$ cat src/rtl/updown_counter_ld.sv
// -----------------------------------------------------------------------------
// updown_counter_ld
//
// Purpose:
//   Loadable, enable-gated binary up/down counter with a single clock domain.
//   A synchronous load takes priority over counting, and the count direction
//   can change on every cycle. All arithmetic wraps modulo 2**WIDTH. There is
//   no carry, borrow or saturation output.
//
// Ports:
//   clk    in   1      Clock. All state changes happen on the rising edge.
//   rst_n  in   1      Synchronous active-low reset. Clears the count.
//   D      in   WIDTH  Parallel load value.
//   L      in   1      Load request, active-high. Overrides E and S.
//   E      in   1      Count enable, active-high.
//   S      in   1      Direction: 1 = count up, 0 = count down.
//   O      out  WIDTH  Registered counter value, driven straight from the flop.
// -----------------------------------------------------------------------------
module updown_counter_ld #(
   parameter int WIDTH = 4
) (
   input  logic             clk,
   input  logic             rst_n,
   input  logic [WIDTH-1:0] D,
   input  logic             L,
   input  logic             E,
   input  logic             S,
   output logic [WIDTH-1:0] O
);

   logic [WIDTH-1:0] count_q;
   logic [WIDTH-1:0] count_d;

   // Next-state selection. A load replaces the value outright, so no count is
   // applied in the same cycle. Add and subtract wrap naturally at WIDTH bits.
   always_comb begin
      count_d = count_q;
      if (L) begin
         count_d = D;
      end else if (E) begin
         if (S) begin
            count_d = count_q + WIDTH'(1);
         end else begin
            count_d = count_q - WIDTH'(1);
         end
      end
   end

   // Reset is sampled on the clock edge and beats a load or a count.
   always_ff @(posedge clk) begin
      if (!rst_n) begin
         count_q <= '0;
      end else begin
         count_q <= count_d;
      end
   end

   assign O = count_q;

endmodule

$ cat config.mk
export PLATFORM = sky130hd
export DESIGN_NAME = updown_counter_ld
export DESIGN_NICKNAME = d
export VERILOG_FILES = /design/src/rtl/updown_counter_ld.sv
export SDC_FILE = /design/constraint.sdc
export NUM_CORES = 1
export LEC_CHECK = 0
export ABC_AREA = 1
export CAP_MARGIN = 20
export CORE_AREA = 4 4 41 43
export DETAILED_ROUTE_END_ITERATION = 8
export DIE_AREA = 0 0 45 47
export DONT_BUFFER_PORTS = 1
export HOLD_SLACK_MARGIN = 0.03
export SLEW_MARGIN = 15
export SYNTH_ARGS = -nofsm -noshare
export SYNTH_HDL_FRONTEND = slang
export SYNTH_SLANG_ARGS = --single-unit
$ cat constraint.sdc
create_clock -name clk -period 1.6 [get_ports clk]
set_clock_uncertainty 0.1 [all_clocks]
set_input_delay 0.08 -clock clk [delete_from_list [all_inputs] [get_ports clk]]
set_output_delay 0.08 -clock clk [all_outputs]
set_load 0.005 [all_outputs]
==> run metrics, run 1 <==
outcome=finished clean; Avg Cell Area, Syn=6.54 um^2; worst-path cell chain=fa_1 > xor2_1 > nand2_1 > a31oi_1; startpoint types=flip-flop; Core Rows=13; Max stage delay on crit path=between 0.4 and 0.5 ns; first-pass GRT wire length=approximately 1200 um; Initial Util=between 20% and 30%; DRC Markers=0; Die ar.=roughly 2100 um^2; most common cell in the netlist=nand2_1; power per cell area=797 nW/um^2; layout cells sized above 1=under 10%; Largest delay share family, worst path=adder cells; final worst path period need=between 1 and 1.5 ns; Hold Vio Cnt, Final=0; Total Nets Final=68; Synth Register Bits=4; cell taking the most area after synthesis=dfxtp_1; I/O Buffers=0; Layout area overhead=39.6%; H-tree Lvls=1; CP Class=reg -> reg; router iterations before antenna repair=3; top cells by area, synth=dfxtp_1 (28%), nand2_1 (22%), inv_1 (9.1%), ha_1 (8.7%), fa_1 (7.0%); antenna violations before repair=0; die width=between 40 and 50 um; # IOs=13; pin count of the biggest net entering global routing=8; Ys Warns=0; Antenna Cells=0; Arr. time, crit path=approximately 1.4 ns; TritonCTS clock tree=yes; Iteration-0 DRC Markers=2; worst slew pin tran=between 0.2 and 0.3 ns; worst hold-check slack=0.0357 ns; fmax=approximately 750 MHz; die height=47 um; number of global-route vias before repair=around 300; Data required, critical path=~1.7 ns; Cells after Synth=44; Post-Syn Nets=56; CP endpoint kind=flip-flop; Synth Flop Type=dfxtp_1; Clock transition at path regs=about 0.04 ns; TNS Setup=0 ns; post-route setup slack=roughly 0.27 ns; Slew Viols, Final=0; Post-Place Worst Slack=0.268 ns; DRT antenna net count=0; Num Clock Sinks=4; slowest CP cell=fa_1; final number of setup-violating endpoints=0; register area=80.1 um^2; top-area cell type share of the netlist area=about 28%; total global-route track usage=about 8.4%; sequential area share after synthesis=between 20% and 30%; post-layout instance area=402 um^2; dpl cell area=307 um^2; crit path max fanout=5; GPL Wtd Cong=roughly 0.73; number of flip-flops in the largest register=4; maximum vdd drop=approximately 0.0004 V; EDFF count, synth=0; vias after detailed routing=305; Inst Count DP=59; Max Cap Viol=0; max_slew headroom=about four fifths; final wirelength=721 um; CP bufs+invs=0; WL/cell=~10 um; Remaining Overflow, GRT=0; Tcrit/Tclk final=approximately 83%; Post-CTS Setup Bufs=0; Longest Clk Path Bufs=2; CTS root buf=clkbuf_4; Yosys cell types=15; Num CTS Buffers=3; worst skew pair latency=around 0.24 ns; Lkg Pwr=0.000213 uW; dpl hpwl=499 um; Post-Syn Area=about 290 um^2; multi-input combinational cell area=roughly 180 um^2; Hold WC Path Type=in -> reg; Synth top cells by count=nand2_1 (17), inv_1 (7), dfxtp_1 (4); RSZ-0062 raised after global routing=false; final std cells w/o fill=a little under 70; # fillers=150; vias per inst=4.42; Async S/R FF share, synth=0%; Core ar.=between 1000 and 1500 um^2
==> tightest hold or removal path: stages <==
cell and delay, ns:
inv_1 0.05, nor2_1 0.06, nand3_1 0.08, a21oi_1 0.05
==> final timing paths <==
path | slack (ns) | end | cells past startpoint | from
worst max-delay path | 0.27 | O[2]$_SDFFE_PN0P_ | 4 | O[0]$_SDFFE_PN0P_
worst min-delay path | 0.04 | O[3]$_SDFFE_PN0P_ | 4 | E
worst max register to register | 0.27 | O[2]$_SDFFE_PN0P_ | 4 | O[0]$_SDFFE_PN0P_
worst min register to register | 0.43 | O[2]$_SDFFE_PN0P_ | 2 | O[2]$_SDFFE_PN0P_
==> cell type report <==
cell class / count / area share (%)
timing repair buffer: 7 / 18.1
sequential: 4 / 19.9
tap: 15 / 4.67
multi-input combinational: 33 / 45.2
clock buffer: 3 / 5.61
inverter: 7 / 6.54
==> metrics by stage <==
| stage | util, % | power [uW] |
|---|---|---|
| 6_report | 30.9 | 320 |
| 3_3_place_gp | 23.6 | 172 |
| 2_1_floorplan | - | 163 |
| 3_5_place_dp | 23.6 | 173 |
| 4_1_cts | 30.7 | 324 |
| 5_1_grt | 30.9 | 344 |
==> cells in the final DEF (no fill, tap or decap) <==
master / n
a31oi_1: 1
nand3_1: 3
nor2_2: 1
a22oi_1: 1
fa_1: 1
dlymetal6s4s_1: 1
ha_1: 2
xor2_1: 1
o21ai_0: 1
nor2_1: 2
nor3_1: 1
dfxtp_1: 4
inv_1: 7
dlygate4sd3_1: 6
clkbuf_4: 3
nand2_1: 17
a21oi_1: 1
or2_1: 1
==> kinds of logic (layout without fill, tap and decap cells) <==
| family | Yosys count | in the layout | synth area share (%) |
|---|---|---|---|
| simple gates | 25 | 25 | 36.1 |
| compound gates | 4 | 4 | 8.26 |
| xor+xnor | 1 | 1 | 3.04 |
| flops | 4 | 4 | 27.8 |
| buf+inv | 7 | 17 | 9.13 |
| fa+ha+maj | 3 | 3 | 15.7 |
==> what timing repair did <==
item,in CTS,in global routing
hold buffers,7,0
endpoints found under the hold margin,4,0
resized for setup,0,1
setup endpoints to repair,0,1
==> where the power goes <==
part | leakage, uW | total (uW) | internal, uW | switching [uW]
clock | 0.0000138 | 131 | 84.2 | 46.6
sequential | 0.0000331 | 120 | 108 | 11.4
combinational | 0.000166 | 69.6 | 35.3 | 34.3
total | 0.000213 | 320 | 228 | 92.3
==> layer usage <==
metal / routed length (um) / track usage (%) / up-vias
met5: 0 / 0 / -
met4: 32 / 8.77 / 0
met3: 46 / 1.92 / 3
met2: 391 / 15.5 / 12
met1: 250 / 7.06 / 133
li1: - / - / 157
Note: power is estimated with default switching activity, not from simulation.
==> inputs of run 2 (changes only) <==
--- a/config.mk
+++ b/config.mk
@@ -5,7 +5,7 @@
 export SDC_FILE = /design/constraint.sdc
 export NUM_CORES = 1
 export LEC_CHECK = 0
-export ABC_AREA = 1
+export ABC_AREA = 0
 export CAP_MARGIN = 20
 export CORE_AREA = 4 4 41 43
 export DETAILED_ROUTE_END_ITERATION = 8
==> constraint.sdc (replaced) <==
create_clock -name clk -period 1.2 [get_ports clk]
set_clock_uncertainty 0.1 [all_clocks]
set_input_delay 0.06 -clock clk [delete_from_list [all_inputs] [get_ports clk]]
set_output_delay 0.06 -clock clk [all_outputs]
set_load 0.005 [all_outputs]
==> run 2 against run 1 <==
  * The flow now finishes with violations (hold timing, setup timing)
  * Maximum frequency down 8.1%
  * Worst setup slack got worse by 0.52 ns
  * First-iteration DRC count did not move
  * Non-clock buffer count grew 1
  * Hold slack lost 0.16 ns
  * Area after synthesis rose by 1.7%
  * Clock-buffer cell count unchanged
  * Sequential share of layout area rose by 0.25 points
  * Synthesized cell count down 27%
  * Critical path type unchanged
  * Highest routed layer unchanged
==> run metrics, run 2 <==
layout cells sized above 1=29.3% (+22 points); failing checks=hold timing, setup timing; sequential area share after synthesis=27.4% (-0.48 points); Remaining Overflow, GRT=0 (unchanged); Post-Place Worst Slack=-0.199 ns (-0.467 ns); Ys Warns=0 (unchanged); DRC Markers=0 (unchanged); number of global-route vias before repair=295 (-3.0%); worst slew pin tran=0.204 ns (-0.0749 ns); most common cell in the netlist=dfxtp_1; Tcrit/Tclk final=121% (+38 points); Total Nets Final=55 (-19%); Initial Util=22.5% (+0.38 points); EDFF count, synth=0 (unchanged); Hold Path Depth=2 (-2); cells on worst reg2reg path=4 (unchanged); multi-input combinational cell area=205 um^2 (+13%); dpl cell area=333 um^2 (+8.6%); die height=47 um (unchanged); startpoint types=flip-flop; Post-CTS Setup Bufs=0 (unchanged); vias per inst=4.79 (+8.3%); WL/cell=13.8 um (+32%); Cells after Synth=32 (-27%); # IOs=13 (unchanged); fmax=691 MHz (-8.1%); Async S/R FF share, synth=0% (unchanged); total global-route track usage=9.26% (+0.88 points); Slew Viols, Final=0 (unchanged); max_slew headroom=86.3% (+4.9 points); worst hold-check slack=-0.125 ns (-0.161 ns); Worst R2R End=O[1]$_SDFFE_PN0P_; power per cell area=1100 nW/um^2 (+38%); Synth Flop Type=dfxtp_1; Layout area overhead=39.7%; Core ar.=1300 um^2 (unchanged); most common cell after layout, fill and taps aside=dlygate4sd3_1; final worst path period need=1.45 ns (+0.117 ns); H-tree Lvls=1 (unchanged); Clock transition at path regs=0.04 ns (about the same); pin count of the biggest net entering global routing=9 (+1); number of flip-flops in the largest register=4 (unchanged); Avg Cell Area, Syn=9.15 um^2 (+40%); Post-Syn Area=293 um^2 (+1.7%); GPL Wtd Cong=0.672 (-7.8%); hold path startpoint=L; Longest Clk Path Bufs=2 (unchanged); I/O Buffers=0 (unchanged); flop2flop setup slack=-0.25 ns (-0.52 ns); Max Cap Viol=0 (unchanged); post-layout instance area=409 um^2 (+1.9%); Num CTS Buffers=3 (unchanged); RSZ-0062 raised after global routing=true; worst skew pair latency=0.24 ns (about the same); DRT antenna net count=0 (unchanged); Worst Hold Endpoint=O[2]$_SDFFE_PN0P_; Data required, critical path=1.22 ns (-0.45 ns); Synth Register Bits=4 (unchanged); final std cells w/o fill=56 (-19%); post-route setup slack=-0.248 ns (-0.517 ns); TritonCTS clock tree=yes; CTS root buf=clkbuf_4; Hold WC Path Type=in -> reg; Lkg Pwr=0.000178 uW (-16%); dpl hpwl=548 um (+9.9%); router iterations before antenna repair=3 (unchanged); Core Rows=13 (unchanged); die width=45 um (unchanged); Arr. time, crit path=1.47 ns (+0.07 ns); top-area cell type share of the netlist area=27.4% (-0.48 points); cell taking the most area after synthesis=dfxtp_1; top cells by area, synth=dfxtp_1 (27%), ha_1 (8.5%), fa_1 (6.8%), mux2i_1 (6.8%), a211o_1 (6.0%); final number of setup-violating endpoints=3 (+3); reg2reg start=O[0]$_SDFFE_PN0P_; Iteration-0 DRC Markers=2 (unchanged); Hold Vio Cnt, Final=4 (+4); final wirelength=774 um (+7.4%); CP Class=reg -> reg; Die ar.=2120 um^2 (unchanged); CP endpoint kind=flip-flop; Num Clock Sinks=4 (unchanged); outcome=complete, but fails checks; Antenna Cells=0 (unchanged); Yosys cell types=19 (+4); Inst Count DP=48 (-19%); crit path max fanout=2 (-3); antenna violations before repair=0 (unchanged); Synth top cells by count=dfxtp_1 (4), nor2_1 (3); vias after detailed routing=268 (-12%); maximum vdd drop=0.000556 V (+37%); # fillers=149 (-0.67%); first-pass GRT wire length=1300 um (+9.9%); Post-Syn Nets=44 (-21%); most frequent cells in the layout=dlygate4sd3_1 (5), nor2_1 (3), clkbuf_4 (3), buf_4 (3); register area=82.6 um^2 (+3.1%)
run 2: cell types whose count changed after synthesis, moves of 2 or more:
| cell | change |
|---|---|
| a211o_1 | +2 |
| buf_2 | +2 |
| inv_1 | -5 |
| mux2i_1 | +2 |
| nand2_1 | -15 |
| nand3_1 | -2 |
| xnor2_1 | +2 |
run 2: final cells by class:
| cell class | instances | area share, % |
|---|---|---|
| Clock buffer | 3 | 5.50 |
| Timing Repair Buffer | 8 | 17.7 |
| Sequential cell | 4 | 20.2 |
| Multi-Input combinational cell | 24 | 50.2 |
| Inverter | 2 | 1.83 |
| Tap cell | 15 | 4.59 |
run 2: metal layers:
metal / vias to the layer above / global-route usage [%] / routed length, um
met1: 124 / 9.36 / 323
li1: 131 / - / -
met2: 11 / 13.3 / 352
met3: 2 / 6.51 / 80
met5: - / 0 / 0
met4: 0 / 7.02 / 17
run 2: worst max-delay path, stage by stage (launching register included):
cell and delay, ns:
dfxtp_2 0.32, fa_2 0.46, mux2_4 0.27, mux2i_1 0.13, nor2_1 0.05
run 2: cells by family after synthesis:
kind of cell / after synthesis / synth area share [%]
simple gates: 9 / 16.2
compound gates: 6 / 15.4
buf+inv: 4 / 5.98
flops: 4 / 27.4
xor+xnor: 3 / 8.98
mux: 3 / 10.7
fa+ha+maj: 3 / 15.4
run 2: how the worst max path moves through the flow:
stage	startpoint	to	slack (ns)	cells past startpoint
after floorplan	O[0]$_SDFFE_PN0P_	O[1]$_SDFFE_PN0P_	-0.20	4
after global placement	O[0]$_SDFFE_PN0P_	O[1]$_SDFFE_PN0P_	-0.20	4
after detailed placement	O[0]$_SDFFE_PN0P_	O[1]$_SDFFE_PN0P_	-0.20	4
after CTS	O[1]$_SDFFE_PN0P_	O[1]$_SDFFE_PN0P_	-0.23	4
after global routing	O[0]$_SDFFE_PN0P_	O[1]$_SDFFE_PN0P_	-0.33	4
final	O[0]$_SDFFE_PN0P_	O[1]$_SDFFE_PN0P_	-0.25	4
run 2: power by group:
group	leakage [uW]	switching (uW)	internal (uW)	total [uW]
logic	0.000131	52.8	70.9	124
registers	0.0000338	10.0	147	158
clock network	0.0000138	56.7	112	169
run 2: through the flow:
| stage | setup TNS, ns | hold slack [ns] | utilization (%) | power, uW |
|---|---|---|---|---|
| after floorplan | -0.416 | 0.105 | - | 240 |
| after global placement | -0.495 | 0.109 | 25.6 | 257 |
| after detailed placement | -0.504 | 0.111 | 25.6 | 259 |
| after CTS | -0.558 | -0.132 | 29.9 | 449 |
| after global routing | -0.732 | -0.129 | 31.4 | 489 |
| final | -0.559 | -0.125 | 31.4 | 450 |
run 2: repair_timing:
action                                  4_1_cts  5_1_grt
endpoints found under the hold margin         4        4
pin swaps                                     1        1
hold buffers                                  3        2
endpoints found under the setup margin        3        3
resized for setup                             1        0
==> inputs of run 3 (changes only) <==
--- a/config.mk
+++ b/config.mk
@@ -11,6 +11,7 @@
 export DETAILED_ROUTE_END_ITERATION = 8
 export DIE_AREA = 0 0 45 47
 export DONT_BUFFER_PORTS = 1
+export GPL_ROUTABILITY_DRIVEN = 0
 export HOLD_SLACK_MARGIN = 0.03
 export SLEW_MARGIN = 15
 export SYNTH_ARGS = -nofsm -noshare
==> constraint.sdc (replaced) <==
create_clock -name clk -period 1.2 [get_ports clk]
set_clock_uncertainty 0.1 [all_clocks]
set_input_delay 0.06 -clock clk [delete_from_list [all_inputs] [get_ports clk]]
set_output_delay 0.06 -clock clk [all_outputs]
set_load 0.1 [all_outputs]
==> run 3 against run 2 <==
  * The flow still finishes with violations (hold timing, setup timing)
  * Sequential cell count unchanged
  * Via count decreased by 3.0%
  * Combinational power increased by 76%
  * Cell count increased by 5.4%
  * Maximum frequency decreased by 0.10%
  * Design area increased by 8.3%
  * Sequential share of layout area increased by 0.72 points
  * Clock power increased by 12%
  * Hold slack got worse by 0.0021 ns
  * Routed wire length decreased by 0.65%
  * Sequential power about the same
  * Highest routed layer unchanged
==> run metrics, run 3 (synthesized netlist as in run 2, its figures left out) <==
TritonCTS clock tree=yes; Worst R2R End=O[1]$_SDFFE_PN0P_; Crit. Startpoint=O[0]$_SDFFE_PN0P_; Initial Util=22.5% (unchanged); Arr. time, crit path=1.48 ns (about the same); layout cells sized above 1=38.6% (+9.4 points); first-pass GRT wire length=1190 um (-9.0%); # fillers=138 (-7.4%); Num CTS Buffers=3 (unchanged); antenna violations before repair=0 (unchanged); total global-route track usage=8.77% (-0.48 points); Lkg Pwr=0.000192 uW (+7.7%); Clock transition at path regs=0.05 ns (about the same); Layout area overhead=51.3%; outcome=complete, but fails checks; final worst path period need=1.45 ns (+0.00148 ns); CP endpoint=O[1]$_SDFFE_PN0P_; Hold Vio Cnt, Final=4 (unchanged); Longest Clk Path Bufs=2 (unchanged); power per cell area=1270 nW/um^2 (+16%); Total Nets Final=57 (+3.6%); DRC Markers=0 (unchanged); reg2reg start=O[0]$_SDFFE_PN0P_; H-tree Lvls=1 (unchanged); Core ar.=1300 um^2 (unchanged); pin count of the biggest net entering global routing=9 (unchanged); flop2flop setup slack=-0.25 ns (about the same); failing checks=hold timing, setup timing; number of flip-flops in the largest register=4 (unchanged); Die ar.=2120 um^2 (unchanged); final std cells w/o fill=59 (+5.4%); DRT antenna net count=0 (unchanged); router iterations before antenna repair=2 (-1); dpl hpwl=524 um (-4.4%); post-route setup slack=-0.250 ns (-0.00148 ns); Final Total Pwr=563 uW (+25%); final wirelength=769 um (-0.65%); worst hold-check slack=-0.127 ns (-0.00205 ns); maximum vdd drop=0.000387 V (-30%); Hold WC Path Type=in -> reg; die height=47 um (unchanged); cells on worst reg2reg path=4 (unchanged); worst skew pair latency=0.24 ns (about the same); RSZ-0062 raised after global routing=true; Inst Count DP=50 (+4.2%); I/O Buffers=0 (unchanged); worst slew pin tran=0.310 ns (+0.105 ns); hold path startpoint=L; CTS root buf=clkbuf_4; Final Util=34.0% (+2.6 points); WL/cell=13.0 um (-5.7%); Num Clock Sinks=4 (unchanged); Tcrit/Tclk final=121% (+0.12 points); Data required, critical path=1.23 ns (about the same); CP Class=reg -> reg; fmax=690 MHz (-0.10%); vias after detailed routing=260 (-3.0%); Antenna Cells=0 (unchanged); CP endpoint kind=flip-flop; Core Rows=13 (unchanged); Max Cap Viol=0 (unchanged); vias per inst=4.41 (-7.9%); startpoint types=flip-flop; multi-input combinational cell area=210 um^2 (+2.4%); Slew Viols, Final=0 (unchanged); most frequent cells in the layout=dlygate4sd3_1 (5), buf_4 (5), dfxtp_4 (3), nor2_1 (3), clkbuf_4 (3); Remaining Overflow, GRT=0 (unchanged); max_slew headroom=79.3% (-7.0 points); final number of setup-violating endpoints=4 (+1); die width=45 um (unchanged); number of global-route vias before repair=271 (-8.1%); register area=92.6 um^2 (+12%); crit path max fanout=2 (unchanged); # IOs=13 (unchanged); Iteration-0 DRC Markers=4 (+2)
-- run 3: changes by cell type in the layout (fill, tap and decap cells not counted), sizes merged --
| cell | previous run | this run |
|---|---|---|
| buf | 3 | 5 |
| clkbuf | 3 | 4 |
-- run 3: worst max-delay path: stages (launching register included) --
cell and delay, ns:
dfxtp_4 0.34, fa_2 0.44, mux2_4 0.26, mux2i_1 0.12, nor2_1 0.07
-- run 3: cell type report --
type                    instances  share of cell area [%]
well taps                      15                    4.24
flip-flops and latches          4                    20.9
repair buffers                 10                    19.8
multi-input cells              24                    47.5
clock buffers                   4                    5.93
inverters                       2                    1.69
-- run 3: how the worst min path moves through the flow --
stage	to	slack, ns	cells after the start
after CTS	O[2]$_SDFFE_PN0P_	-0.14	2
after global placement	O[2]$_SDFFE_PN0P_	0.11	2
final	O[2]$_SDFFE_PN0P_	-0.13	2
after floorplan	O[2]$_SDFFE_PN0P_	0.1	2
after global routing	O[2]$_SDFFE_PN0P_	-0.14	2
after detailed placement	O[2]$_SDFFE_PN0P_	0.10	2
-- run 3: routing by layer --
| metal | share of wire [%] | vias up | GRT usage, % |
|---|---|---|---|
| met3 | 6.9 | 2 | 3.83 |
| li1 | - | 138 | - |
| met5 | 0 | - | 0 |
| met1 | 38 | 111 | 7.74 |
| met4 | 2.5 | 0 | 10.5 |
| met2 | 52 | 9 | 13.8 |
-- run 3: repair_timing --
action,CTS,global route
setup buffers,0,0
pin swaps,1,0
resized for setup,3,1
hold buffers,3,2
endpoints found under the hold margin,4,4
setup endpoints to repair,4,4
-- run 3: per-stage QoR --
stage | setup slack, ns | TNS [ns] | cell area, um^2
6_report | -0.250 | -0.645 | 443
5_1_grt | -0.282 | -0.820 | 443
4_1_cts | -0.230 | -0.644 | 419
3_3_place_gp | -0.272 | -0.663 | 352
3_5_place_dp | -0.279 | -0.675 | 352
2_1_floorplan | -0.414 | -1.08 | 305
-- run 3: report_power, final --
part           internal (uW)  leakage (uW)  switching (uW)
Combinational           78.2      0.000142             140
Clock                    125     0.0000150            63.3
Sequential               146     0.0000354            9.42
Total                    350      0.000192             213
